==> src/rtl/jtgng_zxdos_vgactrl.sv <==
// rtl/jtgng_zxdos_vgactrl.sv - PS/2 keyboard receiver and video hotkey decoder for ZX-Dos
//
// Receives PS/2 frames, exposes each good scan code, and decodes Scroll Lock
// (scan-doubler toggle) and keypad minus (scanline level step) into vgactrl_en.
//
// Ports:
//   clk_sys     system clock
//   rst         asynchronous active-high reset
//   ps2_clk     raw keyboard clock line
//   ps2_data    raw keyboard data line
//   vgactrl_en  [0] scan-doubler toggle, [3:1] scanline level
//   scan_code   last good data byte
//   scan_valid  one-cycle strobe when scan_code updates
//   frame_err   one-cycle strobe on parity or stop-bit error
module jtgng_zxdos_vgactrl #(
  parameter int          FILT = 8,
  parameter logic [15:0] TOUT = 16'd6000
) (
  input  logic       clk_sys,
  input  logic       rst,
  input  logic       ps2_clk,
  input  logic       ps2_data,
  output logic [3:0] vgactrl_en,
  output logic [7:0] scan_code,
  output logic       scan_valid,
  output logic       frame_err
);

  localparam logic [3:0] FILT_M1 = 4'(FILT - 1);

  typedef enum logic [1:0] {IDLE, DATA, PARITY, STOP} state_t;

  // index 0 = clock line, index 1 = data line
  logic [1:0] sync1, sync2;
  logic [1:0] filt;
  logic [3:0] fcnt [2];
  logic       clk_d;
  logic       fall;

  state_t      state;
  logic [2:0]  bit_cnt;
  logic [7:0]  shreg;
  logic        par;
  logic [15:0] to_cnt;

  logic ext, brk, held_sl, held_kp;

  always_ff @(posedge clk_sys or posedge rst) begin
    if (rst) begin
      sync1 <= 2'b11;
      sync2 <= 2'b11;
    end else begin
      sync1 <= {ps2_data, ps2_clk};
      sync2 <= sync1;
    end
  end

  // Filtered level flips only after FILT consecutive samples disagree with it
  always_ff @(posedge clk_sys or posedge rst) begin
    if (rst) begin
      filt    <= 2'b11;
      fcnt[0] <= 4'd0;
      fcnt[1] <= 4'd0;
      clk_d   <= 1'b1;
    end else begin
      for (int i = 0; i < 2; i++) begin
        if (sync2[i] == filt[i]) begin
          fcnt[i] <= 4'd0;
        end else if (fcnt[i] == FILT_M1) begin
          filt[i] <= sync2[i];
          fcnt[i] <= 4'd0;
        end else begin
          fcnt[i] <= fcnt[i] + 4'd1;
        end
      end
      clk_d <= filt[0];
    end
  end

  assign fall = clk_d & ~filt[0];

  always_ff @(posedge clk_sys or posedge rst) begin
    if (rst) begin
      state      <= IDLE;
      bit_cnt    <= 3'd0;
      shreg      <= 8'd0;
      par        <= 1'b0;
      to_cnt     <= 16'd0;
      scan_code  <= 8'd0;
      scan_valid <= 1'b0;
      frame_err  <= 1'b0;
    end else begin
      scan_valid <= 1'b0;
      frame_err  <= 1'b0;

      if (state == IDLE || fall) to_cnt <= 16'd0;
      else                       to_cnt <= to_cnt + 16'd1;

      if (state != IDLE && !fall && to_cnt >= TOUT) begin
        // stalled frame: drop it silently
        state <= IDLE;
      end else if (fall) begin
        case (state)
          IDLE: begin
            if (!filt[1]) begin
              state   <= DATA;
              bit_cnt <= 3'd0;
            end
          end
          DATA: begin
            shreg   <= {filt[1], shreg[7:1]};
            bit_cnt <= bit_cnt + 3'd1;
            if (bit_cnt == 3'd7) state <= PARITY;
          end
          PARITY: begin
            par   <= filt[1];
            state <= STOP;
          end
          STOP: begin
            if (filt[1] && (^{par, shreg})) begin
              scan_valid <= 1'b1;
              scan_code  <= shreg;
            end else begin
              frame_err <= 1'b1;
            end
            state <= IDLE;
          end
          default: state <= IDLE;
        endcase
      end
    end
  end

  // Hotkey decoder, fed by the registered strobes
  always_ff @(posedge clk_sys or posedge rst) begin
    if (rst) begin
      vgactrl_en <= 4'd0;
      ext        <= 1'b0;
      brk        <= 1'b0;
      held_sl    <= 1'b0;
      held_kp    <= 1'b0;
    end else if (frame_err) begin
      // a lost break must not leave a key stuck
      ext     <= 1'b0;
      brk     <= 1'b0;
      held_sl <= 1'b0;
      held_kp <= 1'b0;
    end else if (scan_valid) begin
      case (scan_code)
        8'hE0: ext <= 1'b1;
        8'hF0: brk <= 1'b1;
        8'hE1: ;
        default: begin
          if (!ext && scan_code == 8'h7E) begin
            if (brk) begin
              held_sl <= 1'b0;
            end else if (!held_sl) begin
              held_sl       <= 1'b1;
              vgactrl_en[0] <= ~vgactrl_en[0];
            end
          end
          if (!ext && scan_code == 8'h7B) begin
            if (brk) begin
              held_kp <= 1'b0;
            end else if (!held_kp) begin
              held_kp         <= 1'b1;
              vgactrl_en[3:1] <= vgactrl_en[3:1] + 3'd1;
            end
          end
          ext <= 1'b0;
          brk <= 1'b0;
        end
      endcase
    end
  end

endmodule

==> config.mk <==
export PLATFORM = sky130hd
export DESIGN_NAME = jtgng_zxdos_vgactrl
export DESIGN_NICKNAME = d
export VERILOG_FILES = /design/src/rtl/jtgng_zxdos_vgactrl.sv
export SDC_FILE = /design/constraint.sdc
export NUM_CORES = 1
export LEC_CHECK = 0
export ABC_CLOCK_PERIOD_IN_PS = 2300
export BUFFER_PORTS_ARGS = -buffer_cell sky130_fd_sc_hd__buf_4
export CAP_MARGIN = 30
export CORE_AREA = 2 2 89 91
export CTS_BUF_LIST = sky130_fd_sc_hd__clkbuf_2 sky130_fd_sc_hd__clkbuf_4 sky130_fd_sc_hd__clkbuf_8
export DETAILED_ROUTE_END_ITERATION = 8
export DIE_AREA = 0 0 91 93
export PLACE_DENSITY = 0.6
export SLEW_MARGIN = 5
export SYNTH_ARGS = -nofsm -noshare
export SYNTH_HDL_FRONTEND = slang
export SYNTH_SLANG_ARGS = --single-unit
==> constraint.sdc <==
create_clock -name clk_sys -period 2.3 [get_ports clk_sys]
set_input_delay 0.115 -clock clk_sys [delete_from_list [all_inputs] [get_ports clk_sys]]
set_output_delay 0.115 -clock clk_sys [all_outputs]
set_load 0.03 [all_outputs]
Yosys cells after proc, flatten, opt, wreduce, memory -nomap -nowiden
Cells that the tools add are included.
Word-level totals
  bits in registers: 63
  bits in latches: 0
  bits in writable memories: 0
  bits in read-only memories: 0
  output and inout bits: 14
  logic and storage cells: 124
  memories kept: 0
Cells by class
  add/subtract/negate cells: 5
  multipliers: 0
  divide/modulo/power cells: 0
  magnitude comparators: 1
  equal/unequal tests: 19
  shifts and indexed selects: 0
  muxes and demuxes: 35
  bitwise operators: 11
  reduce and logical (&&, ||, !) cells: 32
Operator list (number)
  == test 8 bit, second input constant: 3
  2-to-1 mux 1 bit: 21
  adder 16 x 1 -> 16 bit, second input constant: 1
  == test 8 x 7 -> 1 bit, second input constant: 2
  >= comparator 16 x 13 -> 1 bit, second input constant: 1
  2-to-1 mux 16 bit: 1
  2-to-1 mux 4 bit: 4
  AND reduction 3 bit: 5
  AND reduction 6 bit: 2
  nonzero test 2 bit: 6
  inverter 1 bit: 10
  parity 9 bit: 1
  adder 4 x 1 -> 4 bit, second input constant: 2
  == test 4 x 3 -> 1 bit, second input constant: 2
  2-to-1 mux 2 bit: 4
  one-hot mux 2 bit (4 select lines): 1
  AND reduction 2 bit: 4
  AND reduction 4 bit: 2
  adder 3 x 1 -> 3 bit, second input constant: 2
  != test 2 x 1 -> 1 bit, second input constant: 3
  one-hot mux 3 bit (2 select lines): 1
  logical AND 1 bit: 5
  == test 2 bit, second input constant: 2
  one-hot mux 1 bit (2 select lines): 2
  13 further kinds: 16

Depth between registers and ports, before layout
Gate-level depths: netlist (run 1).
  depth in word-level cells: 7
  depth in mapped cells: 6
  mapped depth without buffers: 6

Least setup slack after synthesis (run 1)
Ideal clock, no wire load.
  kind: register to register
  start point: register shreg[3]
  end point: register scan_code[0]
  arrival: 1.683 ns
  data required time: 2.175 ns
  slack: 0.492 ns
  stages on the path, launching flop included: 5
  path buffers: 0
  period minus slack after synthesis: 1.808 ns
  path through: dfrtp_1 xor2_1 xnor3_2 mux2i_4 mux2_2
On the way
  word-level cells in the longest chain between the ends: 3
RTL lines
  start, declared: RTL line 42  | logic [7:0] shreg;
  start signal, assigned: RTL line 111  | shreg <= {filt[1], shreg[7:1]};
  parity 9 bit: RTL line 120  | if (filt[1] && (^{par, shreg})) begin
  logical AND 1 bit: RTL line 120
  AND reduction 4 bit (no source line)
  end signal, assigned: RTL line 122  | scan_code <= shreg;
  end, declared: RTL line 24  | output logic [7:0] scan_code,
No other way between the ends.
A chain may end at the register's enable or synchronous reset.

Worst setup path in the final report (run 1)
Ends and elaborated chain as after synthesis.

==> results.txt, run 1 <==
The flow ran to the end, and the final reports show no timing, DRC or antenna violations. For the worst setup path, the data arrival time is 2170 ps. The biggest area contributor in the post-synthesis netlist is sky130_fd_sc_hd__dfrtp_1.

For hold timing, the worst endpoint is sync2[1]. The congestion estimate from routability-driven global placement came to 0.735. The topmost layer with routed signal wires is met4. The startpoint identified for the worst hold timing path is sync1[1]. The slew of the pin with the lowest slew margin is 685 ps. The most used flip-flop cell after synthesis is sky130_fd_sc_hd__dfrtp_1. The length of routed met3 wiring came out at 170 um. The overall routed net length is approximately 5 mm. The worst pin sits at a relative slew slack of ~54%. The count of buffers inserted at the top-level ports is 17.

The number of nets at the end of the flow came out at 304. The internal power of the cells totals 0.00206 W. The minimum period implied by the final worst setup slack is 1950 ps. The routed length per instance came out at around 13 um. TritonCTS built the clock tree.

The pin count of the biggest net entering global routing is 33. The number of global-route vias before repair came out at 1,974. The fraction of layout cells with a size suffix above 1 came out at 23.5%. The floorplan die width is 91 um. Counting every net in the synthesized netlist gives between 200 and 300. The worst register-to-register path begins at shreg[3]. Compared with the post-synthesis result, the final layout area differs by 16.9%. The final hold violation count is 0. The largest fanout on the critical path is 9. The cell depth of the worst flop-to-flop path is 4. In this run the critical register-to-register path is captured at scan_code[0].

Measured along the y axis, the die boundary spans 93 um. The count of standard-cell rows is 32. CTS placed an instance of sky130_fd_sc_hd__clkbuf_8 at the clock tree root.

The clock power share came out at between 30 and 40%. The HPWL after detailed placement is around 3.5 mm. Across the VDD grid, the largest voltage drop is 0.464 mV. The count of cells along the worst hold path came out at 0.

The switching power share of the total is 31.4%. STA classifies the critical path endpoint as a register. The overall power consumption came out at roughly 0.003 W.

The antenna cell count is 0. The number of max-cap violations came out at 0. STA classifies the critical path startpoint as a register. Wire segments on met2 add up to roughly 2.4 mm in the final route. Summed over its instances, the top area cell type makes up 47.6% of the synthesized netlist area. The wire length of the first global-routing pass came out at 8.89 mm. The average cell area after synthesis is between 10 and 15 um^2. The effective utilization at floorplan is 39.1%. Per report_power, the sequential group accounts for 47.1% of the total.

The combined global-route utilization of all metal layers is between 10 and 15%. The proportion of register bits with asynchronous set or reset after synthesis is 100%. The number of DRC markers in iteration 0 came out at 63. The worst clock skew on the final layout is approximately 10 ps.

After detailed routing, the number of remaining DRC violations is 0. The commonest cells after synthesis are sky130_fd_sc_hd__dfrtp_1, sky130_fd_sc_hd__nor2_1, sky130_fd_sc_hd__mux2_2. The number of nets with antenna violations after detailed routing is 0. The number of enable-type register cells in the synthesized netlist came out at 0.

The clock tree buffer depth is 2. By instance count, the leading cell after synthesis is sky130_fd_sc_hd__dfrtp_1. The CTS H-tree depth is 3.

The sequential cell area fraction in the yosys report came out at 53.8%. The routed layout has 1,966 vias. The cell area power density came out at ~870 nW/um^2. The mapped cell area is 2950 um^2. The critical path launch point is shreg[3]. The path class of the tightest hold or removal check is register to register. The final critical path takes up approximately 85% of the cycle. The remaining global-route overflow is 0. The clock latency on the worst-skew pair came out at 340 ps. The setup path with the least slack is of type register to register.

The maximum clock rate is roughly 510 MHz. The switching component of the power is 0.000943 W. By area the synthesized netlist is led by sky130_fd_sc_hd__dfrtp_1, sky130_fd_sc_hd__mux2_2, sky130_fd_sc_hd__dfstp_2, sky130_fd_sc_hd__xnor2_1, sky130_fd_sc_hd__ha_1. The full die area is 8460 um^2. The number of clock sinks seen by CTS is 63.

The worst endpoint required time is roughly 2500 ps. The flop-to-flop setup slack came out at between 300 and 400 ps. The flip-flop and latch count after synthesis is between 60 and 70. The number of vias per cell came out at 4.98. Setup repair after global routing left no endpoint under its margin.

The hold slack came out at around 360 ps. Setup violations remaining at the end of the flow were counted as 0. Clock-pin slew was measured on the worst setup and hold paths at about 70 ps. The number of setup buffers added after CTS is 0. The number of antenna violations at the first check in global routing is 0.

The part of the total power dissipated in combinational logic is around 22%. The number of instances in the synthesized netlist is ~260. The area of the core came out at between 7000 and 8000 um^2. The count of final max-slew check failures is 0.

The total number of yosys warnings is 0. The first-pass detailed-route iteration total came out at 3. The count of different cell masters after synthesis is 36. The final-layout setup total negative slack came out at 0 ps. In this run the count of I/O pins placed on the die edge is 18. The leakage power total came out at about 1.6 nW. The routed length on met1 came out at 2.35 mm. Counting the buffers created by CTS gives 9.
[flip-flops by register name, indices dropped and copies added, names as in the netlist]
| signal | count |
|---|---|
| bit_cnt | 3 |
| brk | 1 |
| clk_d | 1 |
| ext | 1 |
| fcnt | 8 |
| filt | 2 |
| frame_err | 1 |
| held_kp | 1 |
| held_sl | 1 |
| par | 1 |
| scan_code | 8 |
| scan_valid | 1 |
| shreg | 8 |
| state | 2 |
| sync1 | 2 |
| sync2 | 2 |
| to_cnt | 16 |
| vgactrl_en | 4 |
[layout make-up]
| cell class | instances | area, um^2 |
|---|---|---|
| fill | 735 | 4080 |
| timing repair buffer | 24 | 200 |
| clock buffer | 9 | 124 |
| clock inverter | 6 | 62.6 |
| multi-input combinational | 175 | 1280 |
| tap | 102 | 128 |
| inverter | 16 | 60.1 |
| sequential | 63 | 1590 |
[through the flow]
step	setup WS (ps)	area, um^2	cells	util, %
after detailed placement	343	3230	377	42.9
after global routing	237	3440	395	45.8
after global placement	384	3230	377	42.9
after CTS	329	3440	395	45.8
final	352	3440	395	45.8
after floorplan	492	2950	258	-
[what timing repair did]
item	CTS	global route
hold buffers	3	0
resized for setup	0	0
endpoints found under the hold margin	26	0
[critical path, cell delays in order (launching register included)]
cell	delay, ps
sky130_fd_sc_hd__dfrtp_1	410
sky130_fd_sc_hd__xor2_1	190
sky130_fd_sc_hd__xnor3_2	500
sky130_fd_sc_hd__mux2i_4	360
sky130_fd_sc_hd__mux2_2	380
[worst max-delay path by stage]
stage | end | slack (ps) | cells past startpoint
2_1_floorplan | scan_code[0] | 490 | 4
3_3_place_gp | scan_code[1] | 380 | 4
3_5_place_dp | scan_code[3] | 340 | 4
4_1_cts | scan_code[7] | 330 | 4
5_1_grt | scan_code[5] | 240 | 4
6_report | scan_code[0] | 350 | 4
[metal layers]
metal  GRT usage [%]  vias up
li1                -      960
met1            17.0      969
met2            21.0       26
met3            3.63       11
met4            7.58        0
met5               0        -
[power groups by stage]
stage | Sequential, W | Clock (W) | Combinational (W)
2_1_floorplan | 0.00138 | 0 | 0.000554
3_3_place_gp | 0.00143 | 0 | 0.000665
3_5_place_dp | 0.00144 | 0 | 0.000679
4_1_cts | 0.00142 | 0.000949 | 0.000687
5_1_grt | 0.00144 | 0.000993 | 0.000771
6_report | 0.00142 | 0.000918 | 0.000672
[placed cells by master (no fill, tap or decap), types with 4 or more instances in the layout]
master,count
sky130_fd_sc_hd__mux2_2,20
sky130_fd_sc_hd__nor4_1,8
sky130_fd_sc_hd__dfrtp_1,56
sky130_fd_sc_hd__xnor2_1,18
sky130_fd_sc_hd__or3_1,4
sky130_fd_sc_hd__nor2b_1,4
sky130_fd_sc_hd__mux2i_1,6
sky130_fd_sc_hd__o21ai_0,4
sky130_fd_sc_hd__a31oi_1,4
sky130_fd_sc_hd__nand3_1,13
sky130_fd_sc_hd__nand2_1,13
sky130_fd_sc_hd__ha_1,11
sky130_fd_sc_hd__nor3_1,10
sky130_fd_sc_hd__a21oi_1,8
sky130_fd_sc_hd__inv_1,15
sky130_fd_sc_hd__clkbuf_8,9
sky130_fd_sc_hd__xor2_1,4
sky130_fd_sc_hd__nor2_1,25
sky130_fd_sc_hd__buf_4,20
sky130_fd_sc_hd__dfstp_2,7
[cells by family (layout without fill, tap and decap cells)]
| group | Yosys count | after routing | share of synthesized area, % |
|---|---|---|---|
| fa+ha+maj | 11 | 11 | 4.67 |
| compound gates | 22 | 22 | 4.72 |
| xor+xnor | 24 | 24 | 8.11 |
| simple gates | 91 | 91 | 15.7 |
| flops | 63 | 63 | 53.8 |
| mux | 27 | 27 | 10.5 |
| buf+inv | 20 | 55 | 2.55 |
(Power assumes the default switching activity.)
==> inputs of run 2 (changes only) <==
--- a/config.mk
+++ b/config.mk
@@ -5,7 +5,7 @@
 export SDC_FILE = /design/constraint.sdc
 export NUM_CORES = 1
 export LEC_CHECK = 0
-export ABC_CLOCK_PERIOD_IN_PS = 2300
+export ABC_CLOCK_PERIOD_IN_PS = 2000
 export BUFFER_PORTS_ARGS = -buffer_cell sky130_fd_sc_hd__buf_4
 export CAP_MARGIN = 30
 export CORE_AREA = 2 2 89 91
==> constraint.sdc (replaced) <==
create_clock -name clk_sys -period 2 [get_ports clk_sys]
set_input_delay 0.1 -clock clk_sys [delete_from_list [all_inputs] [get_ports clk_sys]]
set_output_delay 0.1 -clock clk_sys [all_outputs]
set_load 0.03 [all_outputs]
==> run 2 against run 1 <==
Compared with the run above:
- sequential cell count unchanged
- sequential power rose by 15%
- clock power is 25% higher
- power up 18%
- combinational power grew 15%
- routed wire length decreased by 2.8%
- critical path depth grew 1
- critical path type unchanged
- critical endpoint is now scan_code[7]
==> results.txt, run 2 (synthesis gave the netlist of run 1 again) <==
The worst hold path belongs to the class primary input to asynchronous set/reset pin. The number of flip-flops in the largest register came out at 16 (unchanged). The CTS H-tree depth came to 3 (unchanged). The internal power came to 0.00250 W (+21%).

The worst endpoint required time was 2220 ps (-300 ps). The largest fanout on the critical path was 9 (unchanged). The number of max-cap violations is 0 (unchanged). The number of I/O pins came out at 18 (unchanged).

The number of design rule violations left after detail routing was 0 (unchanged). The buffer and inverter count on the worst path came out at 1 (+1). The clock-pin slew on the worst setup and hold paths came out at 70 ps (about the same).

The area overhead of the layout relative to synthesis came out at 18.8%. The number of nets with antenna violations after detailed routing is 0 (unchanged). The portion of total power attributed to sequential cells came to 45.8% (-1.3 points).

The floorplan die height is 93 um (unchanged). The routed length per instance is 12.2 um (-3.5%). The number of clock sinks seen by CTS is 63 (unchanged). The critical path arrival was 2090 ps (-80 ps). The number of instances in the placed design came out at 378 (+0.27%).

The post-cts sizing count came to 0 (unchanged). The switching component of the power is 0.00105 W (+12%). The number of clock buffers inserted by TritonCTS came out at 9 (unchanged). The number of nets at the end of the flow is 306 (+0.66%). The final standard cell count with taps included and fillers excluded is 398 (+0.76%). The count of endpoints failing setup in the final report came to 0 (unchanged). The combined area of the multi-input logic cells came out at 1280 um^2 (unchanged).

The slowest stage cell on the critical path is sky130_fd_sc_hd__xnor3_2. The number of antenna violations at the first check in global routing came to 0 (unchanged). The combined global-route utilization of all metal layers is 13.0% (-0.46 points).

The remaining global-route overflow came out at 0 (unchanged). The area of the core is 7530 um^2 (unchanged). The number of DRC markers in iteration 0 came out at 100 (+59%). The worst setup slack after placement was 65.8 ps (-277 ps).

The worst setup path category is register to register. The stage delay of the slowest cell on the critical path came out at 440 ps (-60 ps). The overall routed net length came out at 4.88 mm (-2.8%).

The kind of cell with the highest combined delay along the critical path is XOR/XNOR gates. The flop-to-flop setup slack came out at 120 ps (-230 ps). The count of final max-slew check failures is 0 (unchanged). The pin count of the biggest net entering global routing was 31 (-6.1%). The first-pass detailed-route iteration total came out at 4 (+1).

The final weighted congestion in routability-driven placement came out at 0.728 (-0.97%). The antenna cell count came to 0 (unchanged). The final-layout setup total negative slack came out at 0 ps (unchanged).

The setup slack of the critical path after layout is 122 ps (-230 ps). The number of global-route vias before repair came to 1,878 (-4.9%). The number of fill cells in the layout came out at 719 (-2.2%). The minimum period implied by the final worst setup slack came out at 1880 ps (-70.3 ps). The normalized max-slew margin came out at 67.3% (+13 points). In this run the critical register-to-register path is captured at scan_code[7]. The overall power consumption came out at 0.00356 W (+18%). The fraction of layout cells with a size suffix above 1 was 24.3% (+0.77 points). The part of the total power dissipated in combinational logic is 21.8% (-0.5 points).

Setup repair after global routing left no endpoint under its margin. STA classifies the critical path endpoint as a register. The leakage power total came out at 1.61 nW (+2.6%). The full die area came out at 8460 um^2 (unchanged). In the layout the commonest cells are sky130_fd_sc_hd__dfrtp_1, sky130_fd_sc_hd__nor2_1, sky130_fd_sc_hd__buf_4, sky130_fd_sc_hd__mux2_2, sky130_fd_sc_hd__xnor2_1.

Walking the worst path, the cells encountered are xor2_1, xnor3_2, mux2i_4, buf_12, mux2_2. The effective utilization at floorplan is 39.1% (unchanged). The tree is rooted in a sky130_fd_sc_hd__clkbuf_8. The TritonCTS clock tree is built. The register with the most flip-flops in the final layout is to_cnt. The cell area power density is 1020 nW/um^2 (+16%). The logic depth of the worst setup path including buffers was 5 (+1).

The clock latency on the worst-skew pair came out at 330 ps (about the same). The count of standard-cell rows is 32 (unchanged). The critical register-to-register path startpoint is shreg[3]. The slew of the pin with the lowest slew margin is 486 ps (-199 ps). The switching power share of the total came to 29.7% (-1.7 points). The leading cell type in the layout, fill and taps excluded is sky130_fd_sc_hd__dfrtp_1.

The wire length of the first global-routing pass was 8.60 mm (-3.3%). The maximum resistive drop on vdd came to 0.436 mV (-6.0%). The worst clock skew on the final layout is 7.18 ps (-2.89 ps). The final cycle utilization of the critical path is 93.9% (+9.2 points).

The placed wire-length estimate after detailed placement was 3.38 mm (-3.2%). The clock power share was 32.4% (+1.9 points). The floorplan die width is 91 um (unchanged). The startpoint class of the critical path is a register. The cell depth of the worst flop-to-flop path is 5 (+1). The number of vias per cell came out at 4.80 (-3.5%). The final hold violation count is 0 (unchanged). The via count of the routed design came out at 1,912 (-2.7%). The clock tree buffer depth came to 2 (unchanged).

The maximum clock rate came out at 532 MHz (+3.7%). The count of buffers inserted at the top-level ports is 17 (unchanged). The sequential cell area is 1590 um^2 (unchanged). The run finished with clean final reports.
==> run 2: timing repair <==
item,4_1_cts,5_1_grt
setup endpoints to repair,0,8
hold buffers,3,0
buffers inserted,0,1
endpoints found under the hold margin,10,0
==> run 2: metal layers <==
| metal | wire length [um] | global-route usage, % | share of wire, % | vias to the layer above |
|---|---|---|---|---|
| li1 | - | - | - | 960 |
| met1 | 2450 | 17.0 | 50 | 908 |
| met2 | 2120 | 19.3 | 44 | 34 |
| met3 | 195 | 4.19 | 4.0 | 10 |
| met4 | 105 | 6.82 | 2.2 | 0 |
| met5 | 0 | 0 | 0 | - |
==> run 2: through the flow <==
step	util, %	hold WS, ps	cell area, um^2
3_5_place_dp	43.0	99.5	3240
6_report	46.5	304	3500
5_1_grt	46.5	318	3500
2_1_floorplan	-	104	2950
3_3_place_gp	43.0	99.7	3240
4_1_cts	46.2	287	3480
==> run 2: power groups by stage <==
stage / clock, W / sequential [W] / combinational, W
after CTS: 0.00119 / 0.00163 / 0.000786
final: 0.00115 / 0.00163 / 0.000776
after global placement: 0 / 0.00164 / 0.000755
after global routing: 0.00124 / 0.00166 / 0.000895
after floorplan: 0 / 0.00159 / 0.000638
after detailed placement: 0 / 0.00165 / 0.000784
==> run 2: how the worst max path moves through the flow <==
stage	slack, ps	start	to
floorplan	190	shreg[3]	scan_code[0]
global placement	90	shreg[3]	scan_code[1]
detailed placement	70	shreg[3]	scan_code[7]
CTS	50	shreg[3]	scan_code[7]
global route	40	shreg[7]	scan_code[2]
finish	120	shreg[3]	scan_code[7]
==> run 2: cell type report <==
cell class,instances,area share (%)
flip-flops and latches,63,45.3
multi-input cells,175,36.7
inverters,16,1.72
repair buffers,26,6.51
clock buffers,13,4.94
well taps,102,3.65
clock inverters,3,1.14
==> run 2: worst reg2reg max path, cell delays in order, from the launching register on <==
cell and delay, ps:
sky130_fd_sc_hd__dfrtp_1 410, sky130_fd_sc_hd__xor2_1 170, sky130_fd_sc_hd__xnor3_2 440, sky130_fd_sc_hd__mux2i_4 260, sky130_fd_sc_hd__buf_12 150, sky130_fd_sc_hd__mux2_2 330
==> inputs of run 3 (changes only) <==
--- a/config.mk
+++ b/config.mk
@@ -5,7 +5,7 @@
 export SDC_FILE = /design/constraint.sdc
 export NUM_CORES = 1
 export LEC_CHECK = 0
-export ABC_CLOCK_PERIOD_IN_PS = 2000
+export ABC_CLOCK_PERIOD_IN_PS = 2210
 export BUFFER_PORTS_ARGS = -buffer_cell sky130_fd_sc_hd__buf_4
 export CAP_MARGIN = 30
 export CORE_AREA = 2 2 89 91
@@ -13,6 +13,7 @@
 export DETAILED_ROUTE_END_ITERATION = 8
 export DIE_AREA = 0 0 91 93
 export PLACE_DENSITY = 0.6
+export SETUP_SLACK_MARGIN = 0.1
 export SLEW_MARGIN = 5
 export SYNTH_ARGS = -nofsm -noshare
 export SYNTH_HDL_FRONTEND = slang
==> constraint.sdc (replaced) <==
create_clock -name clk_sys -period 2.21 [get_ports clk_sys]
set_input_delay 0.1105 -clock clk_sys [delete_from_list [all_inputs] [get_ports clk_sys]]
set_output_delay 0.1105 -clock clk_sys [all_outputs]
set_load 0.03 [all_outputs]
==> run 3 against run 2 <==
Compared with the run above:
- sequential cell count stayed put
- global-route usage is 0.40 points higher
- core utilization is 0.25 points lower
- combinational power is 9.9% lower
- non-clock buffer count is 2 lower
- power is 8.3% lower
- first-iteration DRC count is 13% lower
- sequential share of layout area is 0.24 points higher
- final cell count is 0.50% lower
- via count is 0.78% higher
- register-to-register slack better by 160 ps
- clock skew is 2.5 ps higher
==> results.txt, run 3 (synthesis gave the netlist of run 1 again) <==
The full die area came to 8460 um^2 (unchanged). The clock tree buffer depth is 2 (unchanged). The normalized max-slew margin came to 57.7% (-9.6 points).

The switching component of the power came out at 0.000984 W (-6.7%). The final cycle utilization of the critical path came out at 87.2% (-6.7 points). The number of max-cap violations is 0 (unchanged). The area of the core is 7530 um^2 (unchanged). The number of antenna violations at the first check in global routing came out at 0 (unchanged). The maximum resistive drop on vdd came out at 0.386 mV (-11%). The tree is rooted in a sky130_fd_sc_hd__clkbuf_8.

The number of clock sinks seen by CTS came out at 63 (unchanged). The via count of the routed design came out at 1,927 (+0.78%). The critical path launch point is shreg[3]. The worst clock skew on the final layout is 9.73 ps (+2.55 ps). The wire length of the first global-routing pass came out at 9.05 mm (+5.3%).

The portion of total power attributed to sequential cells was 45.3% (-0.5 points). The minimum period implied by the final worst setup slack was 1930 ps (+49.5 ps). The effective utilization at floorplan came to 39.1% (unchanged). The final-layout setup total negative slack is 0 ps (unchanged). The number of clock buffers inserted by TritonCTS is 9 (unchanged). The worst endpoint required time is 2440 ps (+220 ps).

The worst setup path is captured at a register. The final hold violation count is 0 (unchanged). The post-cts sizing count is 0 (unchanged). More flip-flops sit in one register than any other, and that register is to_cnt. The number of global-route vias before repair is 2,004 (+6.7%). The hold slack came out at 238 ps (-66.4 ps). The leading cell type in the layout, fill and taps excluded is sky130_fd_sc_hd__dfrtp_1. The critical path arrival came out at 2150 ps (+60 ps).

The combined global-route utilization of all metal layers is 13.4% (+0.40 points). The clock power share came out at 33.3% (+0.9 points). The number of nets with antenna violations after detailed routing came out at 0 (unchanged). The internal power came out at 0.00228 W (-9.0%).

The number of setup buffers added after CTS came out at 0 (unchanged). The clock-pin slew on the worst setup and hold paths came to 80 ps (about the same). The worst setup path is of the register to register kind. The count of endpoints failing setup in the final report was 0 (unchanged). The fraction of layout cells with a size suffix above 1 is 23.8% (-0.51 points). In the layout the commonest cells are sky130_fd_sc_hd__dfrtp_1, sky130_fd_sc_hd__nor2_1, sky130_fd_sc_hd__mux2_2, sky130_fd_sc_hd__buf_4, sky130_fd_sc_hd__xnor2_1. The maximum clock rate is 519 MHz (-2.6%). The number of design rule violations left after detail routing is 0 (unchanged). The final weighted congestion in routability-driven placement came out at 0.755 (+3.7%). The startpoint identified for the worst register-to-register timing path is shreg[3]. The antenna cell count came out at 0 (unchanged). The largest fanout on the critical path is 9 (unchanged). The slew of the pin with the lowest slew margin is 628 ps (+142 ps). The switching power share of the total is 30.2% (+0.52 points). The remaining global-route overflow is 0 (unchanged). The part of the total power dissipated in combinational logic came out at 21.4% (-0.4 points). Setup repair after global routing left no endpoint under its margin.

The overall routed net length came out at 4.95 mm (+1.5%). The cell area power density was 937 nW/um^2 (-7.8%). The post-layout utilization of the core came to 46.2% (-0.25 points). The first-pass detailed-route iteration total is 4 (unchanged).

The count of buffers inserted at the top-level ports is 17 (unchanged). The count of standard-cell rows was 32 (unchanged). The number of vias per cell came out at 4.87 (+1.3%). The number of flip-flops in the largest register was 16 (unchanged). The leakage power total was 1.59 nW (-1.5%). The startpoint class of the critical path is a register. In this run the worst hold path is classified as primary input to asynchronous set/reset pin.

The post-cts hold buffer count came to 3 (unchanged). From synthesis to final layout, the design area changed by 18.1%. The count of final max-slew check failures came out at 0 (unchanged). The overall power consumption is 0.00326 W (-8.3%). The number of I/O pins is 18 (unchanged). The floorplan die height came out at 93 um (unchanged). The number of DRC markers in iteration 0 was 87 (-13%). The placed wire-length estimate after detailed placement came out at 3.45 mm (+2.0%). The floorplan die width came out at 91 um (unchanged). The routed length per instance is 12.5 um (+2.0%). TritonCTS built the clock tree. The flow ran to the end, and the final reports show no timing, DRC or antenna violations. The clock latency on the worst-skew pair is 340 ps (about the same). The CTS H-tree depth is 3 (unchanged). The pin count of the biggest net entering global routing is 32 (+3.2%). The number of nets at the end of the flow is 304 (-0.65%).
-- run 3: changes by cell type in the layout (fill, tap and decap cells not counted) --
cell / change
sky130_fd_sc_hd__buf_12: -1
sky130_fd_sc_hd__buf_4: -1
sky130_fd_sc_hd__bufinv_16: +1
sky130_fd_sc_hd__clkbuf_4: -1
sky130_fd_sc_hd__clkbuf_8: -3
sky130_fd_sc_hd__clkinv_2: -1
sky130_fd_sc_hd__clkinv_4: +2
sky130_fd_sc_hd__clkinvlp_4: +2
-- run 3: layout make-up --
cell class,count,area [um^2]
Clock buffer,9,124
Clock inverter,7,97.6
Fill cell,727,4050
Inverter,16,60.1
Multi-Input combinational cell,175,1280
Sequential cell,63,1590
Tap cell,102,128
Timing Repair Buffer,24,200
-- run 3: per-stage QoR --
stage	worst slack, ps	instances	area, um^2
3_5_place_dp	283	377	3230
4_1_cts	270	396	3480
6_report	282	396	3480
3_3_place_gp	312	377	3230
5_1_grt	185	396	3480
2_1_floorplan	402	258	2950
-- run 3: worst paths after layout --
kind                                end  slack (ps)  cells after the start
max                        scan_code[5]         280                      4
max reg2reg                scan_code[5]         280                      4
max in group asynchronous       filt[0]        1360                      4
min reg2reg                    sync2[1]         360                      0
min in group clk_sys           sync2[1]         360                      0
min                             fcnt[7]         240                      3
-- run 3: power by group through the flow --
stage	Sequential, W	Clock (W)	Combinational, W
2_1_floorplan	0.00144	0	0.000577
6_report	0.00148	0.00109	0.000699
3_5_place_dp	0.00149	0	0.000705
3_3_place_gp	0.00149	0	0.000686
4_1_cts	0.00148	0.00112	0.000711
5_1_grt	0.00151	0.00117	0.000806
-- run 3: critical path: stages, from the launching register on --
cell	delay, ps
sky130_fd_sc_hd__dfrtp_1	410
sky130_fd_sc_hd__xor2_1	170
sky130_fd_sc_hd__xnor3_2	440
sky130_fd_sc_hd__mux2i_4	410
sky130_fd_sc_hd__mux2_2	390
-- run 3: metal layers --
metal	up-vias	part of all wire, %	track usage [%]
met3	8	3.2	3.14
met5	-	0	0
met4	0	1.9	7.20
met1	934	48	17.0
met2	30	47	21.2
li1	955	-	-
